<file path="config.mk">
export PLATFORM = sky130hd
export DESIGN_NAME = sync_fifo_flags
export DESIGN_NICKNAME = d
export VERILOG_FILES = /design/src/rtl/fifo_pkg.sv /design/src/rtl/fifo_ram.sv /design/src/rtl/sync_fifo_flags.sv
export SDC_FILE = /design/constraint.sdc
export NUM_CORES = 1
export LEC_CHECK = 0
export ABC_AREA = 1
export CAP_MARGIN = 20
export CORE_MARGIN = 5
export CORE_UTILIZATION = 60
export CTS_CLUSTER_SIZE = 20
export DETAILED_ROUTE_END_ITERATION = 10
export GPL_TIMING_DRIVEN = 0
export PLACE_DENSITY = 0.79
export SLEW_MARGIN = 20
export SYNTH_ARGS = -nofsm -noshare
export SYNTH_HDL_FRONTEND = slang
export SYNTH_SLANG_ARGS = --single-unit
export TNS_END_PERCENT = 5
</file>
<file path="constraint.sdc">
create_clock -name clk -period 2.48 [get_ports clk]
set_clock_uncertainty 0.2 [all_clocks]
set_input_delay 0.372 -clock clk [delete_from_list [all_inputs] [get_ports clk]]
set_output_delay 0.372 -clock clk [all_outputs]
set_load 0.005 [all_outputs]
</file>
<file path="src/rtl/fifo_pkg.sv">
// Shared FIFO sizing helpers and read-mode constants.
package fifo_pkg;

   localparam int unsigned FIFO_STD  = 0;
   localparam int unsigned FIFO_FWFT = 1;

   // Pointer width: enough bits to address DEPTH entries.
   function automatic int unsigned ptr_w(input int unsigned depth);
      return $clog2(depth);
   endfunction

   // Count width: one extra bit so the value DEPTH is representable.
   function automatic int unsigned cnt_w(input int unsigned depth);
      return $clog2(depth) + 1;
   endfunction

endpackage

</file>
<file path="src/rtl/fifo_ram.sv">
// Storage array with one synchronous write port and one asynchronous read port.
module fifo_ram
   import fifo_pkg::*;
#(
   parameter int unsigned WIDTH = 8,
   parameter int unsigned DEPTH = 16
) (
   input  logic                      clk,
   input  logic                      we,
   input  logic [ptr_w(DEPTH)-1:0]   waddr,
   input  logic [WIDTH-1:0]          wdata,
   input  logic [ptr_w(DEPTH)-1:0]   raddr,
   output logic [WIDTH-1:0]          rdata
);

   logic [WIDTH-1:0] mem [DEPTH];

   // Write port; contents are intentionally not reset.
   always_ff @(posedge clk) begin
      if (we) begin
         mem[waddr] <= wdata;
      end
   end

   assign rdata = mem[raddr];

endmodule

</file>
<file path="src/rtl/sync_fifo_flags.sv">
// Single-clock FIFO with exact count, threshold flags, error pulses and
// selectable standard / first-word-fall-through read mode.
module sync_fifo_flags
   import fifo_pkg::*;
#(
   parameter int unsigned WIDTH     = 8,
   parameter int unsigned DEPTH     = 16,
   parameter int unsigned AF_THRESH = DEPTH - 2,
   parameter int unsigned AE_THRESH = 2,
   parameter int unsigned FWFT      = FIFO_STD
) (
   input  logic                     clk,
   input  logic                     rst,
   input  logic                     wr_en,
   input  logic [WIDTH-1:0]         wr_data,
   input  logic                     rd_en,
   output logic [WIDTH-1:0]         rd_data,
   output logic                     rd_valid,
   output logic                     full,
   output logic                     empty,
   output logic                     almost_full,
   output logic                     almost_empty,
   output logic [cnt_w(DEPTH)-1:0]  count,
   output logic                     overflow,
   output logic                     underflow
);

   localparam int unsigned PW = ptr_w(DEPTH);
   localparam int unsigned CW = cnt_w(DEPTH);

   // Reject illegal configurations at elaboration.
   if ((DEPTH < 2) || ((DEPTH & (DEPTH - 1)) != 0)) begin : g_depth_chk
      $error("sync_fifo_flags: DEPTH must be a power of two >= 2");
   end
   if (!((AE_THRESH < AF_THRESH) && (AF_THRESH <= DEPTH))) begin : g_thresh_chk
      $error("sync_fifo_flags: need AE_THRESH < AF_THRESH <= DEPTH");
   end

   logic [PW-1:0]    wr_ptr;
   logic [PW-1:0]    rd_ptr;
   logic [WIDTH-1:0] ram_rdata;
   logic             wr_acc;
   logic             rd_acc;

   // Flags decode straight from the count register so they track it exactly.
   assign full         = (count == CW'(DEPTH));
   assign empty        = (count == CW'(0));
   assign almost_full  = (count >= CW'(AF_THRESH));
   assign almost_empty = (count <= CW'(AE_THRESH));

   // No bypass: a read on empty or a write on full is rejected outright.
   assign wr_acc = wr_en && !full;
   assign rd_acc = rd_en && !empty;

   fifo_ram #(
      .WIDTH (WIDTH),
      .DEPTH (DEPTH)
   ) u_ram (
      .clk   (clk),
      .we    (wr_acc),
      .waddr (wr_ptr),
      .wdata (wr_data),
      .raddr (rd_ptr),
      .rdata (ram_rdata)
   );

   // Pointers wrap by natural overflow of their power-of-two width.
   always_ff @(posedge clk) begin
      if (rst) begin
         wr_ptr <= '0;
         rd_ptr <= '0;
      end else begin
         if (wr_acc) wr_ptr <= wr_ptr + PW'(1);
         if (rd_acc) rd_ptr <= rd_ptr + PW'(1);
      end
   end

   // Occupancy: net change of accepted writes minus accepted reads.
   always_ff @(posedge clk) begin
      if (rst) begin
         count <= '0;
      end else begin
         case ({wr_acc, rd_acc})
            2'b10:   count <= count + CW'(1);
            2'b01:   count <= count - CW'(1);
            default: count <= count;
         endcase
      end
   end

   // One-cycle error pulses for rejected requests; FIFO state is untouched.
   always_ff @(posedge clk) begin
      if (rst) begin
         overflow  <= 1'b0;
         underflow <= 1'b0;
      end else begin
         overflow  <= wr_en && full;
         underflow <= rd_en && empty;
      end
   end

   if (FWFT == FIFO_FWFT) begin : g_fwft
      // Head word is always presented; rd_en only acknowledges it.
      assign rd_data  = ram_rdata;
      assign rd_valid = !empty;
   end else begin : g_std
      // Registered read: data lands one edge after an accepted rd_en.
      always_ff @(posedge clk) begin
         if (rst) begin
            rd_data  <= '0;
            rd_valid <= 1'b0;
         end else begin
            rd_valid <= rd_acc;
            if (rd_acc) rd_data <= ram_rdata;
         end
      end
   end

endmodule
</file>
==> impl_metrics.env <==
export IMPL_synthFlopType="edfxtp_1"
export IMPL_setup_slack_ns=0.0669
export IMPL_die_width_microns=116
export IMPL_io_pins=32
export IMPL_async_flop_share_pct=0
export IMPL_r2r_setup_slack_ns=0.17
export IMPL_worst_path_buf_inv=3
export IMPL_grt_use_met1_pct=29.7
export IMPL_grt_use_total_pct=24.5
export IMPL_numCtsBuffers=17
export IMPL_path_class="reg -> out"
export IMPL_cts_sinks=152
export IMPL_tightest_slew_ns=0.845
export IMPL_hold_violations=0
export IMPL_dieArea_sq_um=13400
export IMPL_max_slew_margin_pct=43.5
export IMPL_worstRegToRegCells=13
export IMPL_timing_fmax_ghz=0.414
export IMPL_root_buffer="clkbuf_8"
export IMPL_hold_depth=3
export IMPL_antenna_found_initial=0
export IMPL_stdcell_area_sq_um=7850
export IMPL_synth_edff_count=128
export IMPL_first_global_vias=4820
export IMPL_arrival_ns=1.84
export IMPL_p_leak_nw=3.33
export IMPL_wl_per_cell_microns=17.4
export IMPL_slew_violations=0
export IMPL_dr_pass1_iters=5
export IMPL_synth_cells=686
export IMPL_total_power_mw=7.97
export IMPL_crit_path_max_fanout=7
export IMPL_met3_usage_pct=5.74
export IMPL_drtAntennaViolNets=0
export IMPL_via_per_inst=5.51
export IMPL_gr_usage_met2_pct=41.2
export IMPL_numPortBuffers=31
export IMPL_crit_family="buffers and inverters"
export IMPL_postLayoutCoreUtil_pct=72.1
export IMPL_drc_errors=0
export IMPL_cap_viol_max_count=0
export IMPL_gp_congestion=0.915
export IMPL_ir_drop_uv=608
export IMPL_grt_start_max_net_pins=17
export IMPL_syn_to_final_growth_pct=16.9
export IMPL_clockBufferDepth=2
export IMPL_grt_pass1_wl_mm=24.1
export IMPL_cellPowerDensity_nw_per_um2=1020
export IMPL_hold_buffers=0
export IMPL_crit_chain="nor2_4 > nand4_4 > buf_4 > inv_1 > clkdlybuf4s50_1"
export IMPL_overflow=0
export IMPL_min_path_type="in -> reg"
export IMPL_synth_area_sq_um=6710
export IMPL_cts_tree="built"
export IMPL_htreeDepth=4
export IMPL_worstPathRequired_ns=1.91
export IMPL_setup_viol=0
export IMPL_drive_gt1_share_pct=10.3
export IMPL_cp_start_kind="flop"
export IMPL_fin_hold_ws_ns=0.268
export IMPL_synth_nets=707
export IMPL_fillers=762
export IMPL_final_common_cell="nand2_1"
export IMPL_num_rows=38
export IMPL_max_stage_delay_ns=0.49
export IMPL_avgSynthCellArea_sq_um=9.79
export IMPL_antennaDiodeCount=0
export IMPL_pre_cts_ws_ns=-0.320
export IMPL_layout_nets=758
export IMPL_status="finished clean"
export IMPL_ys_types=26
export IMPL_startpoint="count[1]"
export IMPL_cts_reportedPaths_clkPinSlew_ns=0.06
export IMPL_end_kind="output pin"
export IMPL_layout_common_cells="232 x nand2_1, 128 x edfxtp_1, 96 x nand3_1"
export IMPL_post_route_min_period_ns=2.41
export IMPL_crit_end="empty"
export IMPL_rr_endpoint="count[2]"
export IMPL_critPathSlowestCell="clkdlybuf4s50_1"
export IMPL_ys_warn_count=0
export IMPL_core_area_sq_um=10900
export IMPL_vias=4906
export IMPL_regToRegStartpoint="count[1]"
export IMPL_initial_core_util_pct=61.7
export IMPL_finalWirelength_mm=15.5
export IMPL_dp_hpwl_mm=10.5
export IMPL_place_area_sq_um=7200
export IMPL_grt_most_used_layer="met2"
export IMPL_ys_ff_latch=152
export IMPL_drtIter0Drc=521
export IMPL_insertion_delay_ns=0.53
export IMPL_timing_final_crit_share_pct=97.3
export IMPL_die_h_microns=116
export IMPL_rsz0062_at_grt="no"
export IMPL_yosysSeqAreaShare_pct=64.4
export IMPL_crit_cells=5
cells in the mapped netlist (all sizes together) (2+ instances only):
library cell  instances  share of area [%]
ha                    9                1.7
clkinv                2               0.11
inv                  96                5.4
clkbuf                3               0.17
nor2                 38                2.2
nand2               235                 13
buf                  25                2.4
xor2                  4               0.52
nand4                 2               0.37
edfxtp              128                 57
dfxtp                24                7.2
o21ai                 7               0.52
nand3                96                7.2
a21oi                11               0.88
kinds of logic after synthesis:
kind of cell	synth area share, %
AND/OR/NAND/NOR	23.5
AO/OA/AOI/OAI	1.75
buffers and inverters	8.03
flip-flops	64.4
XOR/XNOR	0.652
adder cells (fa/ha/maj)	1.68
what timing repair did:
| action | in CTS | in global routing |
|---|---|---|
| resized for setup | 6 | 13 |
| pin swaps | 0 | 1 |
| buffers inserted | 0 | 1 |
| endpoints found under the setup margin | 3 | 12 |
state kept, by name (all words and copies together), names as in the netlist:
| signal | cells |
|---|---|
| wr_ptr | 4 |
| rd_data | 8 |
| rd_ptr | 4 |
| underflow | 1 |
| rd_valid | 1 |
| count | 5 |
| u_ram.mem | 128 |
| overflow | 1 |
where the power goes:
part / switching [mW] / leakage (nW) / internal, mW
Clock: 0.989 / 0.267 / 1.52
Combinational: 1.42 / 1.71 / 0.926
Sequential: 0.150 / 1.36 / 2.96
Total: 2.56 / 3.33 / 5.41
worst min-delay path: cells and delay by family:
kind / cells / cell delay (ns)
buffers and inverters: 1 / 0.46
AND/OR/NAND/NOR: 2 / 0.13
per-layer routing:
metal,part of all wire [%],vias to the layer above
met2,51,211
met1,38,2323
met5,0,-
li1,-,2324
met3,7.6,48
met4,3.8,0
stage by stage:
stage	cells	TNS, ns
finish	890	0
detailed placement	857	-1.49
floorplan	686	0
CTS	889	0
global route	890	0
global placement	857	-0.525
final cells by class:
type | instances | area (sq um) | share of cell area [%]
well taps | 140 | 175 | 2.23
clock buffers | 19 | 422 | 5.37
repair buffers | 32 | 317 | 4.03
flip-flops and latches | 152 | 4340 | 55.3
multi-input cells | 408 | 1900 | 24.2
plain buffers | 28 | 175 | 2.23
clock inverters | 13 | 155 | 1.98
inverters | 98 | 368 | 4.69
worst min-delay path by stage:
stage | start | end | slack (ns)
final | rd_en | underflow | 0.27
after global routing | wr_en | overflow | 0.28
after CTS | rd_en | underflow | 0.26
after global placement | wr_ptr[3] | wr_ptr[3] | 0.29
after detailed placement | wr_ptr[3] | wr_ptr[3] | 0.30
after floorplan | wr_ptr[3] | wr_ptr[3] | 0.27
No activity file was read; power rests on OpenSTA's default activity.
